## config.mk

```make
export PLATFORM = sky130hd
export DESIGN_NAME = if_id_queue
export DESIGN_NICKNAME = d
export VERILOG_FILES = /design/src/rtl/if_id_queue.sv
export SDC_FILE = /design/constraint.sdc
export NUM_CORES = 1
export LEC_CHECK = 0
export BUFFER_PORTS_ARGS = -buffer_cell sky130_fd_sc_hd__buf_2
export CAP_MARGIN = 0
export CORE_UTILIZATION = 56
export DETAILED_ROUTE_END_ITERATION = 6
export PLACE_DENSITY = 0.89
export SYNTH_ARGS = -nofsm -noshare
export SYNTH_HDL_FRONTEND = slang
export SYNTH_SLANG_ARGS = --single-unit
```

## constraint.sdc

```tcl
create_clock -name clk -period 10.25 [get_ports clk]
set_input_delay 0 -clock clk [delete_from_list [all_inputs] [get_ports clk]]
set_output_delay 0 -clock clk [all_outputs]
set_load 0.03 [all_outputs]
```

## src/rtl/if_id_queue.sv

```systemverilog
// ---------------------------------------------------------------------------
// if_id_queue
//   DEPTH-entry FIFO of {pc, instruction} pairs sitting between fetch (IF)
//   and decode (ID). Fetch pushes with a valid/ready handshake, decode pops
//   the head with id_ready. When empty, decode sees a NOP bubble (NOP_INSTR,
//   pc 0). A synchronous flush discards every entry on a branch/jump redirect.
//
//   Optional build macro: IF_ID_STATS_EN adds the saturating performance
//   counters stall_cycles and flush_count.
//
// Ports
//   clk            rising-edge clock
//   rst            asynchronous, active-high reset
//   flush          synchronous discard of all entries (highest priority)
//   if_valid       fetch presents pc/instruction
//   if_ready       queue accepts an entry (not full); depends only on state
//   pc             fetch pc
//   instruction    fetched instruction
//   id_ready       decode consumes the head this cycle
//   id_valid       head entry valid (queue not empty)
//   id_pc          head pc, 0 when empty
//   id_instruction head instruction, NOP_INSTR when empty
//   count          current occupancy
//   stall_cycles   (IF_ID_STATS_EN) cycles with id_valid & !id_ready
//   flush_count    (IF_ID_STATS_EN) cycles flushing a non-empty queue
// ---------------------------------------------------------------------------
module if_id_queue #(
  parameter int                       WORD_BITWIDTH = 32,
  parameter int                       DEPTH         = 2,
  parameter logic [WORD_BITWIDTH-1:0] NOP_INSTR     = 32'h00000013
) (
  input  logic                         clk,
  input  logic                         rst,
  input  logic                         flush,
  input  logic                         if_valid,
  output logic                         if_ready,
  input  logic [WORD_BITWIDTH-1:0]     pc,
  input  logic [WORD_BITWIDTH-1:0]     instruction,
  input  logic                         id_ready,
  output logic                         id_valid,
  output logic [WORD_BITWIDTH-1:0]     id_pc,
  output logic [WORD_BITWIDTH-1:0]     id_instruction,
  output logic [$clog2(DEPTH+1)-1:0]   count
`ifdef IF_ID_STATS_EN
  ,
  output logic [31:0]                  stall_cycles,
  output logic [31:0]                  flush_count
`endif
);

  localparam int PTR_W = $clog2(DEPTH);
  localparam int CNT_W = $clog2(DEPTH+1);
  localparam logic [CNT_W-1:0] FULL_CNT = CNT_W'(DEPTH);

  // Saturating increment for the 32-bit statistics counters.
  function automatic logic [31:0] sat_inc(input logic [31:0] v);
    return (v == 32'hFFFF_FFFF) ? v : v + 32'd1;
  endfunction

  logic [WORD_BITWIDTH-1:0] pc_mem    [DEPTH];
  logic [WORD_BITWIDTH-1:0] instr_mem [DEPTH];

  logic [PTR_W-1:0] wr_ptr;
  logic [PTR_W-1:0] rd_ptr;
  logic [CNT_W-1:0] cnt_q;
  logic             push;
  logic             pop;

  // Handshake flags come only from registered state: no IF->ID or
  // ID->IF combinational paths. A full queue refuses a push even if the
  // head is popped in the same cycle.
  assign if_ready = (cnt_q != FULL_CNT);
  assign id_valid = (cnt_q != '0);
  assign push     = if_valid & if_ready;
  assign pop      = id_valid & id_ready;
  assign count    = cnt_q;

  // Head is read straight out of storage; the empty mux makes the reset
  // values appear as soon as rst clears the count, without a clock edge.
  assign id_pc          = id_valid ? pc_mem[rd_ptr]    : '0;
  assign id_instruction = id_valid ? instr_mem[rd_ptr] : NOP_INSTR;

  // Storage: data only, never reset.
  always_ff @(posedge clk) begin
    if (push && !flush) begin
      pc_mem[wr_ptr]    <= pc;
      instr_mem[wr_ptr] <= instruction;
    end
  end

  // Control: pointers wrap naturally because DEPTH is a power of two.
  always_ff @(posedge clk or posedge rst) begin
    if (rst) begin
      wr_ptr <= '0;
      rd_ptr <= '0;
      cnt_q  <= '0;
    end else if (flush) begin
      wr_ptr <= '0;
      rd_ptr <= '0;
      cnt_q  <= '0;
    end else begin
      if (push) wr_ptr <= wr_ptr + 1'b1;
      if (pop)  rd_ptr <= rd_ptr + 1'b1;
      case ({push, pop})
        2'b10:   cnt_q <= cnt_q + 1'b1;
        2'b01:   cnt_q <= cnt_q - 1'b1;
        default: cnt_q <= cnt_q;
      endcase
    end
  end

`ifdef IF_ID_STATS_EN
  // Statistics survive flush; only rst clears them.
  always_ff @(posedge clk or posedge rst) begin
    if (rst) begin
      stall_cycles <= '0;
      flush_count  <= '0;
    end else begin
      if (id_valid && !id_ready) stall_cycles <= sat_inc(stall_cycles);
      if (flush && id_valid)     flush_count  <= sat_inc(flush_count);
    end
  end
`endif

endmodule

```

==> flow_summary.json <==
{
  "status": "completed",
  "leakage_nw": 2.738,
  "synth_most_common_cell": "edfxtp_1",
  "grt_max_degree": 66,
  "synth_simple_gate_area_frac": 0.05978,
  "place_congestion": 0.7680,
  "fillCellCount": 438,
  "dieArea_um2": 9428,
  "grt_busiest_layer": "met2",
  "worstPathMaxFanout": 65,
  "crit_chain": "mux2i_1 -> nor2_1 -> buf_2",
  "h-tree-depth": 4,
  "grt_overflow_total": 0,
  "ys_seq_area_frac": 0.7787,
  "syn_to_final_growth_pct": 39.97,
  "setup_ws_ns": 7.865,
  "p_total_mw": 1.341,
  "portBuffers": 136,
  "antenna_found_initial": 0,
  "synth.area.mux_share": 0.1285,
  "min_period_over_period": 0.2326,
  "core_area_um2": 8721,
  "hold_path.class": "in -> reg",
  "syn_avg_cell_area_um2": 17.05,
  "yosysWarnings": 0,
  "initial_utilization": 0.5808,
  "fmax_ghz": 0.4194,
  "synth-edff-count": 128,
  "rows": 34,
  "synth_area_leaders": "edfxtp_1 76%, mux2i_1 13%, nor2_1 4.6%",
  "cts_buffers": 17,
  "drtAntennaViolNets": 0,
  "cts_tree": "done",
  "cts_buffer_depth": 2,
  "drv_cap": 0,
  "crit_path_end_kind": "output port",
  "use_met1": 0.2601,
  "ctsResizeCount": 0,
  "rsz0062_at_grt": "false",
  "drt_iter0_drc": 153,
  "synth_top_family_by_area": "multiplexers",
  "diodes": 0,
  "final-hold-violation-count": 0,
  "final_area_um2": 7089,
  "crit_type": "reg -> out",
  "fin_nets": 583,
  "setup_viol": 0,
  "clkSlewWorstSetupHoldPaths_ns": 0.06,
  "post-dp-hpwl_mm": 5.599,
  "clock_latency_ns": 0.49,
  "final_core_util": 0.8129,
  "fin_crit_ns": 2.385,
  "first_pass_iters": 4,
  "wl_per_cell_um": 17.18,
  "ys_types": 22,
  "synth_area_um2": 5065,
  "vias": 3266,
  "powerDensity_nw_per_um2": 189.2,
  "wirelength_mm": 10.91,
  "start_kind": "flop",
  "grt_pass1_wl_mm": 16.92,
  "holdPathStages": 2,
  "relSlewSlack": 0.2412,
  "ios": 137,
  "met2_usage": 0.4377,
  "cp.arrival_ns": 2.38,
  "grtUsageTotal": 0.2395,
  "ir_worst_vdd_mv": 0.1380,
  "clock_skew_ns": 0.01114,
  "synthArstFlopShare": 0.03030,
  "cts_sinks": 132,
  "dp_slack_ns": 7.933,
  "postCtsSetupBuffers": 0,
  "vias_per_cell": 5.143,
  "setup_tns_ns": 0,
  "drc": 0,
  "fp.dieH_um": 97.10,
  "crit_required_ns": 10.25,
  "cts-root-buf": "clkbuf_8",
  "syn_nets": 366,
  "synthXorXnorAreaFrac": 0.001729,
  "synth.largest_area_cell": "edfxtp_1",
  "synthCells": 297,
  "placed_area_um2": 5823,
  "drv_slew": 0,
  "synth-adder-area-share": 0,
  "yosys.area.top_type_share": 0.7589,
  "cp_slowest_cell": "dfrtp_4",
  "synthFlopType": "edfxtp_1",
  "yosys_register_bits": 132,
  "ff2ff_path_depth": 5,
  "hold_buffers": 72,
  "worst_pin_slew_ns": 1.138,
  "synth_compound_area_frac": 0.008893,
  "die_w_um": 97.10,
  "grt_pass1_vias": 3448,
  "grt_use_met3": 0.05827,
  "drive_above_1_share": 0.3340,
  "critPathMaxStageDelay_ns": 1.16,
  "synthTopCellsByCount": "128 x edfxtp_1, 65 x mux2i_1, 62 x nor2_1"
}
[per-layer routing]
layer | vias up | wire length [µm]
li1 | 1543 | -
met1 | 1573 | 4181
met2 | 127 | 5934
met3 | 23 | 493
met4 | 0 | 303
met5 | - | 0
[metrics by stage]
| stage | hold slack [ns] | cells |
|---|---|---|
| floorplan | -0.2339 | 297 |
| global placement | -0.1068 | 531 |
| detailed placement | -0.1023 | 531 |
| CTS | 0.2060 | 635 |
| global route | 0.2093 | 635 |
| finish | 0.2351 | 635 |
[logic make-up (layout without fill, tap and decap cells)]
group,count (synthesis),count (layout)
DFF,132,132
AOI/OAI and AO/OA,8,8
xor gates and xnor gates,1,1
and+or+nand+nor,74,74
muxes,65,65
buffers and inverters,17,247
[worst paths after layout]
| path | startpoint | endpoint | slack [ns] |
|---|---|---|---|
| worst max-delay path | rd_ptr | id_pc[17] | 7.87 |
| worst max register to register | count[1] | instr_mem[1][19] | 7.88 |
| worst min register to register | wr_ptr | wr_ptr | 0.63 |
| max in group asynchronous | rst | rd_ptr | 9.53 |
| min in group asynchronous | rst | count[0] | 0.53 |
| worst min-delay path | instruction[18] | instr_mem[1][18] | 0.24 |
[registers in the layout, summed over array words and instances (netlist names)]
register   cells
instr_mem     64
pc_mem        64
wr_ptr         1
count          2
rd_ptr         1
[power breakdown]
group | switching [mW] | leakage [nW] | internal (mW)
sequential | 0.0180 | 1.23 | 0.615
combinational | 0.0973 | 1.26 | 0.0663
clock | 0.223 | 0.248 | 0.322
total | 0.338 | 2.74 | 1.00
[critical path: cells and delay by family (launching register included)]
kind	cells	cell delay [ns]
flip-flops	1	1.16
AND/OR/NAND/NOR	1	0.22
buffers and inverters	1	0.24
multiplexers	1	0.23
[cell usage in the layout (no fill, tap or decap), types with 2 or more instances in the layout]
master	count
a21oi_1	4
buf_2	136
buf_4	3
clkbuf_16	16
clkinv_1	2
clkinv_4	2
clkinvlp_4	6
dfrtp_1	3
dlygate4sd3_1	72
edfxtp_1	128
inv_1	3
inv_6	3
mux2i_1	65
nand2_1	4
nor2_1	62
o21ai_0	2
[final cells by class]
class / count / area [µm²] / share of cell area
Inverter: 4 / 15.01 / 0.002118
Clock buffer: 17 / 414.1 / 0.05842
Timing Repair Buffer: 211 / 1424 / 0.2008
Tap cell: 108 / 135.1 / 0.01906
Clock inverter: 15 / 131.4 / 0.01853
Multi-Input combinational cell: 148 / 1022 / 0.1442
Sequential cell: 132 / 3948 / 0.5568
Note: power is estimated with default switching activity, not from simulation.
